File: src/rtl/fpu_pkg.sv
// Shared types and constants for the FPU dispatch block: unit selects, FSM
// states, exception-flag bit positions, the canonical NaN and the result entry.
package fpu_pkg;

  typedef enum logic [3:0] {
    UNIT_FCLASS = 4'd0,
    UNIT_SINJ   = 4'd1,
    UNIT_CMP    = 4'd2,
    UNIT_MINMAX = 4'd3,
    UNIT_I2F    = 4'd4,
    UNIT_F2I    = 4'd5,
    UNIT_ADDSUB = 4'd6,
    UNIT_MUL    = 4'd7,
    UNIT_FMA    = 4'd8,
    UNIT_DIV    = 4'd9,
    UNIT_SQRT   = 4'd10
  } fpu_unit_e;

  typedef enum logic [1:0] {
    ST_IDLE  = 2'd0,
    ST_ISSUE = 2'd1,
    ST_WAIT  = 2'd2,
    ST_PUSH  = 2'd3
  } disp_state_e;

  // Bit positions inside the 5-bit {NV,DZ,OF,UF,NX} flag vector
  localparam int FLAG_NV = 4;
  localparam int FLAG_DZ = 3;
  localparam int FLAG_OF = 2;
  localparam int FLAG_UF = 1;
  localparam int FLAG_NX = 0;

  localparam logic [31:0] CANON_NAN = 32'h7FC0_0000;

  // Tag width is a module parameter, so the tag travels next to this struct
  typedef struct packed {
    logic [31:0] data;
    logic [4:0]  flags;
    logic        illegal;
    logic        timeout;
  } res_entry_t;

  // Unknown units, and the sign-inject / compare units with the reserved mode,
  // never reach the execution side
  function automatic logic cmd_is_illegal(input logic [3:0] unit, input logic [1:0] mode);
    return (unit > 4'(UNIT_SQRT)) ||
           (((unit == 4'(UNIT_SINJ)) || (unit == 4'(UNIT_CMP))) && (mode == 2'b11));
  endfunction

endpackage

File: src/rtl/fpu_sync_fifo.sv
// Single-clock FIFO with show-ahead read data. Pointers carry one extra bit so
// full and empty are told apart without a separate counter.
module fpu_sync_fifo #(
  parameter int WIDTH = 8,
  parameter int DEPTH = 4
) (
  input  logic             clk,
  input  logic             rst,
  input  logic             push,
  input  logic [WIDTH-1:0] wdata,
  input  logic             pop,
  output logic [WIDTH-1:0] rdata,
  output logic             full,
  output logic             empty
);

  localparam int AW = $clog2(DEPTH);

  logic [WIDTH-1:0] mem_q [DEPTH];
  logic [AW:0]      wptr_q;
  logic [AW:0]      rptr_q;
  logic             do_push;
  logic             do_pop;

  assign empty   = (wptr_q == rptr_q);
  assign full    = (wptr_q[AW] != rptr_q[AW]) && (wptr_q[AW-1:0] == rptr_q[AW-1:0]);
  assign do_push = push && !full;
  assign do_pop  = pop && !empty;
  assign rdata   = mem_q[rptr_q[AW-1:0]];

  // Pointer update; both wrap naturally through the extra MSB
  always_ff @(posedge clk or posedge rst) begin
    if (rst) begin
      wptr_q <= '0;
      rptr_q <= '0;
    end else begin
      if (do_push) wptr_q <= wptr_q + 1'b1;
      if (do_pop)  rptr_q <= rptr_q + 1'b1;
    end
  end

  // Storage write; contents need no reset since the pointers gate visibility
  always_ff @(posedge clk) begin
    if (do_push) mem_q[wptr_q[AW-1:0]] <= wdata;
  end

endmodule

File: src/rtl/fpu_dispatch.sv
// FPU command dispatcher: queues commands, issues them one at a time to the
// execution side, collects responses into a result queue and accrues flags.
// Optional macro FPU_DISPATCH_TIMEOUT_EN adds a response watchdog that returns
// a canonical NaN with NV after TIMEOUT cycles in WAIT.
module fpu_dispatch
  import fpu_pkg::*;
#(
  parameter int CMD_DEPTH = 4,
  parameter int RES_DEPTH = 4,
  parameter int TAG_W     = 4,
  parameter int TIMEOUT   = 64
) (
  input  logic             clk,
  input  logic             rst,
  input  logic             cmd_valid,
  output logic             cmd_ready,
  input  logic [3:0]       cmd_unit,
  input  logic [1:0]       cmd_mode,
  input  logic [2:0]       cmd_frm,
  input  logic [31:0]      cmd_a,
  input  logic [31:0]      cmd_b,
  input  logic [31:0]      cmd_c,
  input  logic [TAG_W-1:0] cmd_tag,
  output logic             ex_req_valid,
  input  logic             ex_req_ready,
  output logic [3:0]       ex_req_unit,
  output logic [1:0]       ex_req_mode,
  output logic [2:0]       ex_req_frm,
  output logic [31:0]      ex_req_a,
  output logic [31:0]      ex_req_b,
  output logic [31:0]      ex_req_c,
  input  logic             ex_rsp_valid,
  input  logic [31:0]      ex_rsp_data,
  input  logic [4:0]       ex_rsp_flags,
  output logic             res_valid,
  input  logic             res_ready,
  output logic [31:0]      res_data,
  output logic [4:0]       res_flags,
  output logic [TAG_W-1:0] res_tag,
  output logic             res_illegal,
  output logic             res_timeout,
  output logic [4:0]       fflags,
  input  logic             fflags_clr,
  output logic             busy
);

  localparam int CMD_W = TAG_W + 4 + 2 + 3 + 96;
  localparam int RES_W = TAG_W + $bits(res_entry_t);
  localparam logic [4:0] NV_MASK = 5'b1 << FLAG_NV;

  // Elaboration-time parameter sanity
  if (CMD_DEPTH < 2 || (CMD_DEPTH & (CMD_DEPTH - 1)) != 0) begin : g_bad_cmd_depth
    $error("CMD_DEPTH must be a power of two >= 2");
  end
  if (RES_DEPTH < 2 || (RES_DEPTH & (RES_DEPTH - 1)) != 0) begin : g_bad_res_depth
    $error("RES_DEPTH must be a power of two >= 2");
  end
  if (TIMEOUT < 1) begin : g_bad_timeout
    $error("TIMEOUT must be at least 1");
  end

  disp_state_e state_q, state_d;

  logic [CMD_W-1:0] cmd_rdata;
  logic             cmd_full, cmd_empty, cmd_pop;
  logic [TAG_W-1:0] h_tag;
  logic [3:0]       h_unit;
  logic [1:0]       h_mode;
  logic [2:0]       h_frm;
  logic [31:0]      h_a, h_b, h_c;
  logic             h_illegal;

  logic [RES_W-1:0] res_wdata, res_rdata;
  logic             res_full, res_empty, res_push;
  res_entry_t       res_head;

  logic [TAG_W-1:0] cur_tag_q;
  logic [3:0]       cur_unit_q;
  logic [1:0]       cur_mode_q;
  logic [2:0]       cur_frm_q;
  logic [31:0]      cur_a_q, cur_b_q, cur_c_q;
  logic [31:0]      out_data_q;
  logic [4:0]       out_flags_q;
  logic             out_illegal_q;
  logic             out_timeout;

  logic [4:0]       fflags_q, fflags_d, ff_set;

  assign cmd_ready = !cmd_full && !rst;

  fpu_sync_fifo #(.WIDTH(CMD_W), .DEPTH(CMD_DEPTH)) u_cmd_fifo (
    .clk   (clk),
    .rst   (rst),
    .push  (cmd_valid && cmd_ready),
    .wdata ({cmd_tag, cmd_unit, cmd_mode, cmd_frm, cmd_a, cmd_b, cmd_c}),
    .pop   (cmd_pop),
    .rdata (cmd_rdata),
    .full  (cmd_full),
    .empty (cmd_empty)
  );

  assign {h_tag, h_unit, h_mode, h_frm, h_a, h_b, h_c} = cmd_rdata;
  assign h_illegal = cmd_is_illegal(h_unit, h_mode);

`ifdef FPU_DISPATCH_TIMEOUT_EN
  localparam int CNT_W = $clog2(TIMEOUT + 1);
  localparam logic [CNT_W-1:0] TMO_LAST = CNT_W'(TIMEOUT - 1);

  logic [CNT_W-1:0] tmo_cnt_q, tmo_cnt_d;
  logic             tmo_hit;
  logic             timeout_q;

  assign tmo_hit   = (tmo_cnt_q == TMO_LAST);
  assign tmo_cnt_d = (state_q == ST_WAIT && !ex_rsp_valid) ? tmo_cnt_q + 1'b1 : '0;
  assign out_timeout = timeout_q;

  // Watchdog counts consecutive WAIT cycles without a response
  always_ff @(posedge clk or posedge rst) begin
    if (rst) begin
      tmo_cnt_q <= '0;
      timeout_q <= 1'b0;
    end else begin
      tmo_cnt_q <= tmo_cnt_d;
      if (cmd_pop) timeout_q <= 1'b0;
      else if (state_q == ST_WAIT && !ex_rsp_valid && tmo_hit) timeout_q <= 1'b1;
    end
  end
`else
  assign out_timeout = 1'b0;
`endif

  // Next-state and handshake strobes for the one-command-at-a-time sequencer
  always_comb begin
    state_d      = state_q;
    cmd_pop      = 1'b0;
    res_push     = 1'b0;
    ex_req_valid = 1'b0;
    case (state_q)
      ST_IDLE: begin
        // Only start when the result slot is guaranteed, so PUSH never stalls
        if (!cmd_empty && !res_full) begin
          cmd_pop = 1'b1;
          state_d = h_illegal ? ST_PUSH : ST_ISSUE;
        end
      end
      ST_ISSUE: begin
        ex_req_valid = 1'b1;
        if (ex_req_ready) state_d = ST_WAIT;
      end
      ST_WAIT: begin
        if (ex_rsp_valid) state_d = ST_PUSH;
`ifdef FPU_DISPATCH_TIMEOUT_EN
        else if (tmo_hit) state_d = ST_PUSH;
`endif
      end
      ST_PUSH: begin
        res_push = 1'b1;
        state_d  = ST_IDLE;
      end
      default: state_d = ST_IDLE;
    endcase
  end

  // FSM state register
  always_ff @(posedge clk or posedge rst) begin
    if (rst) state_q <= ST_IDLE;
    else     state_q <= state_d;
  end

  // Capture the popped command and then the response (or watchdog result)
  always_ff @(posedge clk or posedge rst) begin
    if (rst) begin
      cur_tag_q     <= '0;
      cur_unit_q    <= '0;
      cur_mode_q    <= '0;
      cur_frm_q     <= '0;
      cur_a_q       <= '0;
      cur_b_q       <= '0;
      cur_c_q       <= '0;
      out_data_q    <= '0;
      out_flags_q   <= '0;
      out_illegal_q <= 1'b0;
    end else begin
      if (cmd_pop) begin
        cur_tag_q     <= h_tag;
        cur_unit_q    <= h_unit;
        cur_mode_q    <= h_mode;
        cur_frm_q     <= h_frm;
        cur_a_q       <= h_a;
        cur_b_q       <= h_b;
        cur_c_q       <= h_c;
        out_data_q    <= '0;
        out_flags_q   <= '0;
        out_illegal_q <= h_illegal;
      end
      if (state_q == ST_WAIT) begin
        if (ex_rsp_valid) begin
          out_data_q  <= ex_rsp_data;
          out_flags_q <= ex_rsp_flags;
        end
`ifdef FPU_DISPATCH_TIMEOUT_EN
        else if (tmo_hit) begin
          out_data_q  <= CANON_NAN;
          out_flags_q <= NV_MASK;
        end
`endif
      end
    end
  end

  assign ex_req_unit = cur_unit_q;
  assign ex_req_mode = cur_mode_q;
  assign ex_req_frm  = cur_frm_q;
  assign ex_req_a    = cur_a_q;
  assign ex_req_b    = cur_b_q;
  assign ex_req_c    = cur_c_q;

  assign res_wdata = {cur_tag_q, res_entry_t'{data: out_data_q, flags: out_flags_q,
                                              illegal: out_illegal_q, timeout: out_timeout}};

  fpu_sync_fifo #(.WIDTH(RES_W), .DEPTH(RES_DEPTH)) u_res_fifo (
    .clk   (clk),
    .rst   (rst),
    .push  (res_push),
    .wdata (res_wdata),
    .pop   (res_ready),
    .rdata (res_rdata),
    .full  (res_full),
    .empty (res_empty)
  );

  assign {res_tag, res_head} = res_rdata;
  assign res_valid   = !res_empty;
  assign res_data    = res_head.data;
  assign res_flags   = res_head.flags;
  assign res_illegal = res_head.illegal;
  assign res_timeout = res_head.timeout;

  // Sticky flag accrual; a clear in the push cycle keeps only the new flags
  always_comb begin
    ff_set = '0;
    if (res_push) ff_set = out_flags_q | (out_illegal_q ? NV_MASK : 5'b0);
    fflags_d = fflags_clr ? ff_set : (fflags_q | ff_set);
  end

  // Accrued flag register
  always_ff @(posedge clk or posedge rst) begin
    if (rst) fflags_q <= '0;
    else     fflags_q <= fflags_d;
  end

  assign fflags = fflags_q;
  assign busy   = (state_q != ST_IDLE) || !cmd_empty;

endmodule

File: config.mk
export PLATFORM = sky130hd
export DESIGN_NAME = fpu_dispatch
export DESIGN_NICKNAME = d
export VERILOG_FILES = /design/src/rtl/fpu_pkg.sv /design/src/rtl/fpu_sync_fifo.sv /design/src/rtl/fpu_dispatch.sv
export SDC_FILE = /design/constraint.sdc
export NUM_CORES = 1
export LEC_CHECK = 0
export ABC_AREA = 1
export CAP_MARGIN = 10
export CORE_ASPECT_RATIO = 1.25
export CORE_UTILIZATION = 25
export DETAILED_ROUTE_END_ITERATION = 8
export SLEW_MARGIN = 15
export SYNTH_ARGS = -nofsm -noshare
export SYNTH_HDL_FRONTEND = slang
export SYNTH_HIERARCHICAL = 1
export SYNTH_SLANG_ARGS = --single-unit
File: constraint.sdc
create_clock -name clk -period 15.1 [get_ports clk]
set_input_delay 2.265 -clock clk [delete_from_list [all_inputs] [get_ports clk]]
set_output_delay 2.265 -clock clk [all_outputs]
set_load 0.1 [all_outputs]
==> results by group, run 1 <==
Clock tree
  • Clk Latency, worst-skew pair: 0.68 ns
  • CTS H-Tree Depth: 3
  • Root Buffer: clkbuf_16
  • TritonCTS Buffers: 81
  • Post-CTS Setup Inserts: 0
  • CTS tree: yes
  • Clk buf depth: 3
  • CTS sink count: 774
  • Hold Buf Count CTS: 0
  • Worst-path clk slew: 0.06 ns
  • PostCTS Resize Cnt: 0

Timing
  • Final hold violations: 0
  • Final Slew Violations: 0
  • Crit share post-route: 0.425
  • Worst slew pin tran: 1.18 ns
  • Clk_skew: 0.0244 ns
  • Setup TNS: 0 ns
  • RSZ-0062 raised after global routing: no
  • Slew headroom: 0.208
  • Final setup violation count: 0
  • Fmax: 156 MHz
  • Crit path time final: 6.42 ns

Synthesis
  • Sequential share of the synthesized area: 0.758
  • Synthesized instance count: 2,281
  • Seq cells post-synth: 774
  • Synth warn: 6
  • Syn avg cell area: 13.0 sq um
  • Synth cell types: 29
  • Cell Area, Synth: 29,600 sq um

Final layout
  • Highest-count cells in the layout ignoring fill and taps: edfxtp_1 (608), nand2_1 (420), nor2_1 (311)
  • # nets final: 2,737
  • Synth-to-Final Area Change: 25.0%
  • Share of cells above drive strength 1: 0.0739
  • Most common cell after layout, fill and taps aside: edfxtp_1

Die
  • Num ports: 310
  • Initial Utilization: 0.253
  • Core area: 117,000 sq um
  • Die Footprint: 120,000 sq um
  • Die W: 310 um
  • Chip Height: 386 um
  • Num rows: 140

Drt
  • DR vias: 18,500
  • First-pass DRT Iterations: 5
  • WL/cell: 18.4 um
  • Drt total wl: 77,400 um
  • Number of remaining DRC errors: 0
  • Via density: 4.40
  • Remaining antenna violation count: 0
  • DRT iter0 DRCs: 1,179

Hold path
  • Worst min path class: reg2reg

Placement
  • Routability cong.: 0.732
  • PortBufs: 309
  • Post-DP HPWL: 45,100 um

Worst setup path
  • Critical path arrival: 4.15 ns
  • CP peak stage delay: 1.14 ns
  • Startpoint types: primary input
  • Critical Path RT: 12.84 ns
  • Critical Path Sink Type: output port
  • Most frequent cell on the critical path: clkdlybuf4s50_1
  • Max Fanout on Critical Path: 5
  • Crit path max-delay cell type: clkdlybuf4s50_1
  • Setup Crit Path Kind: in2out
  • Crit-path cells: clkdlybuf4s50_1 > nor2_1 > clkdlybuf4s50_1

Run status
  • Status: finished clean

Global routing
  • Largest net degree at the start of global routing: 91
  • Total track usage: 0.128
  • Initial antenna violation count: 17
  • First-pass GRT wire length: 115,000 um
  • Vias in the first global route: 18,400
  • Global route overflow: 0

Run
  • Max-Cap Viols: 0
==> layer usage <==
metal / vias up / track usage / wire length [um]
met3: 126 / 0.0438 / 6040
met4: 28 / 0.0430 / 1560
met5: - / 0 / 186
met2: 491 / 0.208 / 36700
met1: 9133 / 0.157 / 32900
li1: 8709 / - / -
==> cell usage after synthesis <==
cell / count / area share
edfxtp_1: 608 / 0.62
nand2_1: 421 / 0.053
nor2_1: 317 / 0.040
o21ai_0: 212 / 0.036
dfrtp_1: 166 / 0.14
o22ai_1: 152 / 0.032
o21ai_1: 103 / 0.017
nand3_1: 89 / 0.015
buf_2: 51 / 0.0086
inv_1: 39 / 0.0050
buf_6: 34 / 0.013
clkbuf_1: 33 / 0.0042
ha_1: 15 / 0.0063
buf_4: 10 / 0.0025
clkbuf_2: 9 / 0.0015
nand2_2: 4 / 0.00085
nand3_2: 3 / 0.0010
inv_2: 2 / 0.00025
inv_4: 2 / 0.00042
xor2_1: 2 / 0.00059
a21oi_1: 1 / 0.00017
a31oi_1: 1 / 0.00021
buf_1: 1 / 0.00013
conb_1: 1 / 0.00013
nand2_4: 1 / 0.00038
nand3_4: 1 / 0.00059
nor3b_1: 1 / 0.00025
xnor2_2: 1 / 0.00055
xnor2_4: 1 / 0.00093
==> final timing paths <==
kind                                       from                      end  slack, ns  cells after the start
max                                         rst                cmd_ready       8.68                      3
min                                ex_req_a[28]             ex_req_a[28]       0.48                      2
max reg2reg                u_cmd_fifo/rptr_q[1]  u_cmd_fifo/mem_q[3][91]      10.73                     11
min reg2reg                        ex_req_a[28]             ex_req_a[28]       0.48                      2
max in group asynchronous                   rst             ex_req_b[13]      11.77                      3
min in group asynchronous                   rst     u_cmd_fifo/wptr_q[0]       2.11                      2
==> stage by stage <==
stage | util | hold slack, ns | std cells | worst slack, ns | area (sq um)
CTS | 0.316 | 0.483 | 4199 | 8.67 | 36900
floorplan | - | 0.476 | 2284 | 7.19 | 29600
detailed placement | 0.292 | 0.464 | 4048 | 8.68 | 34100
global placement | 0.292 | 0.463 | 4048 | 8.66 | 34100
finish | 0.316 | 0.476 | 4201 | 8.68 | 36900
global route | 0.316 | 0.500 | 4200 | 8.64 | 36900
==> sequential cells by signal (all words and copies together) (netlist names), 4 cells and up <==
register,flops
ex_req_b,32
ex_req_unit,4
ex_req_c,32
out_data_q,32
u_res_fifo/mem_q,172
fflags,5
u_cmd_fifo/mem_q,436
out_flags_q,5
ex_req_a,32
cur_tag_q,4
==> cell families after synthesis <==
kind of cell               count (synthesis)  synth area share
AOI/OAI and AO/OA                        469            0.0859
xor gates and xnor gates                   4           0.00207
adders and majority gates                 15           0.00635
buffers and inverters                    181            0.0356
DFF                                      774             0.758
other                                      1          0.000127
and+or+nand+nor                          837             0.112
==> critical path: cells and delay by family <==
family                 cells  cell delay [ns]
buffers and inverters      2             1.71
and+or+nand+nor            1             0.18
==> layout make-up <==
type / instances / area (sq um)
Clock buffer: 105 / 2270
Multi-Input combinational cell: 1329 / 6170
Fill cell: 11700 / 79900
Tap cell: 1562 / 1950
Sequential cell: 774 / 22400
Clock inverter: 46 / 608
Timing Repair Buffer: 340 / 3320
Antenna cell: 2 / 5.00
Inverter: 43 / 191
Power of run 1 is not shown: default switching activity piles up to over one toggle a cycle in this logic, so the estimate is an artifact.
==> run 2, diff against run 1 <==
==> constraint.sdc (replaced) <==
create_clock -name clk -period 5.4 [get_ports clk]
set_input_delay 0.81 -clock clk [delete_from_list [all_inputs] [get_ports clk]]
set_output_delay 0.81 -clock clk [all_outputs]
set_load 0.1 [all_outputs]
==> results by group, run 2 (synthesis results as in run 1) <==
Die
  • Chip Height: 386 um
  • Num ports: 310
  • Die W: 310 um
  • Die Footprint: 120,000 sq um
  • Initial Utilization: 0.253
  • Core area: 117,000 sq um
  • Num rows: 140

Timing
  • Crit share post-route: 0.839
  • Crit path time final: 4.53 ns
  • Clk_skew: 0.0380 ns
  • Final hold violations: 0
  • Fmax: 221 MHz
  • Worst slew pin tran: 1.18 ns
  • Final Slew Violations: 0
  • RSZ-0062 raised after global routing: no
  • Slew headroom: 0.213
  • Final setup violation count: 0
  • Final setup margin: 0.871 ns

Drt
  • WL met3: 6010 um
  • First-pass DRT Iterations: 5
  • DR vias: 18,500
  • Met2 Wirelength: 36,800 um
  • WL/cell: 18.7 um
  • Drt total wl: 78,800 um
  • Max layer used: met5
  • Number of remaining DRC errors: 0
  • DRT iter0 DRCs: 1,324
  • Post-Route M1 WL: 33,900 um
  • Via density: 4.41
  • Remaining antenna violation count: 0

Run status
  • Status: finished clean

Placement
  • DP Area: 34,100 sq um
  • Post-DP HPWL: 44,600 um
  • Post-Place Worst Slack: 1.45 ns
  • Inst Count DP: 4,044
  • PortBufs: 309
  • Routability cong.: 0.725

Global routing
  • Total track usage: 0.131
  • Initial antenna violation count: 24
  • Vias in the first global route: 18,600
  • First-pass GRT wire length: 117,000 um
  • Largest net degree at the start of global routing: 113
  • Global route overflow: 0

Final layout
  • # nets final: 2,733
  • Synth-to-Final Area Change: 24.4%
  • Share of cells above drive strength 1: 0.0676
  • Final Util: 0.315
  • Most common cell after layout, fill and taps aside: edfxtp_1
  • Max FFs per register: 436
  • Final Instance Area: 36,800 sq um
  • Highest-count cells in the layout ignoring fill and taps: edfxtp_1 (608), nand2_1 (421), nor2_1 (311)
  • Post-Layout Cell Count: 4,201

Clock tree
  • Clk Latency, worst-skew pair: 0.68 ns
  • PostCTS Resize Cnt: 0
  • CTS sink count: 774
  • Worst-path clk slew: 0.06 ns
  • Root Buffer: clkbuf_16
  • TritonCTS Buffers: 81
  • Clk buf depth: 3
  • Hold Buf Count CTS: 0
  • Post-CTS Setup Inserts: 0
  • CTS H-Tree Depth: 3
  • CTS tree: yes

Worst setup path
  • Worst R2R Start: u_cmd_fifo/rptr_q[1]
  • Worst r2r path cells: 11
  • Max Fanout on Critical Path: 45
  • Critical Path RT: 4.59 ns
  • Critical path arrival: 3.72 ns
  • Startpoint types: flop
  • Critical Path Sink Type: output port
  • Reg-to-Reg End: u_cmd_fifo/mem_q[3][6]
  • R2R Setup Slk: 1.58 ns
  • Setup Crit Path Kind: reg2out

Hold path
  • Worst min path class: reg2reg
  • Worst Hold End: ex_req_c[6]
  • Worst Hold Depth: 2
  • Hold Path Origin: ex_req_c[6]

Run
  • Max-Cap Viols: 0
## run 2: changes by cell type in the layout (fill, tap and decap cells not counted), moves of 5 or more
cell | before | now
buf_12 | 0 | 5
bufinv_16 | 12 | 4
buf_4 | 32 | 25
clkbuf_1 | 11 | 24
## run 2: per-layer routing
metal  track usage  vias to the layer above
met3        0.0437                      135
met2         0.210                      469
li1              -                     8711
met5             0                        -
met1         0.164                     9167
met4        0.0451                       38
## run 2: cell type report
| class | count | area [sq um] |
|---|---|---|
| Timing Repair Buffer | 336 | 3350 |
| Sequential cell | 774 | 22400 |
| Antenna cell | 5 | 12.5 |
| Clock inverter | 38 | 412 |
| Inverter | 43 | 191 |
| Clock buffer | 114 | 2250 |
| Tap cell | 1562 | 1950 |
| Fill cell | 11700 | 80100 |
| Multi-Input combinational cell | 1329 | 6170 |
## run 2: per-stage QoR
step | setup TNS [ns] | hold WS [ns]
finish | 0 | 0.476
global route | 0 | 0.489
CTS | 0 | 0.481
detailed placement | 0 | 0.464
global placement | 0 | 0.463
floorplan | -367.39 | 0.476
## run 2: critical path, stage by stage, from the launching register on
cell	delay, ns
dfrtp_4	0.82
inv_4	0.41
nand2_1	0.16
nand2_1	0.10
nand3_2	0.12
inv_1	0.12
nand2_1	0.09
clkdlybuf4s50_1	1.17
## run 2: how the worst max path moves through the flow
stage	cells past startpoint	start	end	slack, ns
after global routing	4	u_res_fifo/rptr_q[0]	res_data[21]	0.59
after CTS	7	u_cmd_fifo/rptr_q[1]	busy	0.68
after floorplan	9	u_cmd_fifo/rptr_q[1]	u_cmd_fifo/mem_q[0][0]	-1.12
after detailed placement	7	u_cmd_fifo/rptr_q[1]	busy	1.45
after global placement	7	u_cmd_fifo/rptr_q[1]	busy	1.42
final	7	u_cmd_fifo/rptr_q[1]	busy	0.87
Power of run 2 is left out for the same reason.
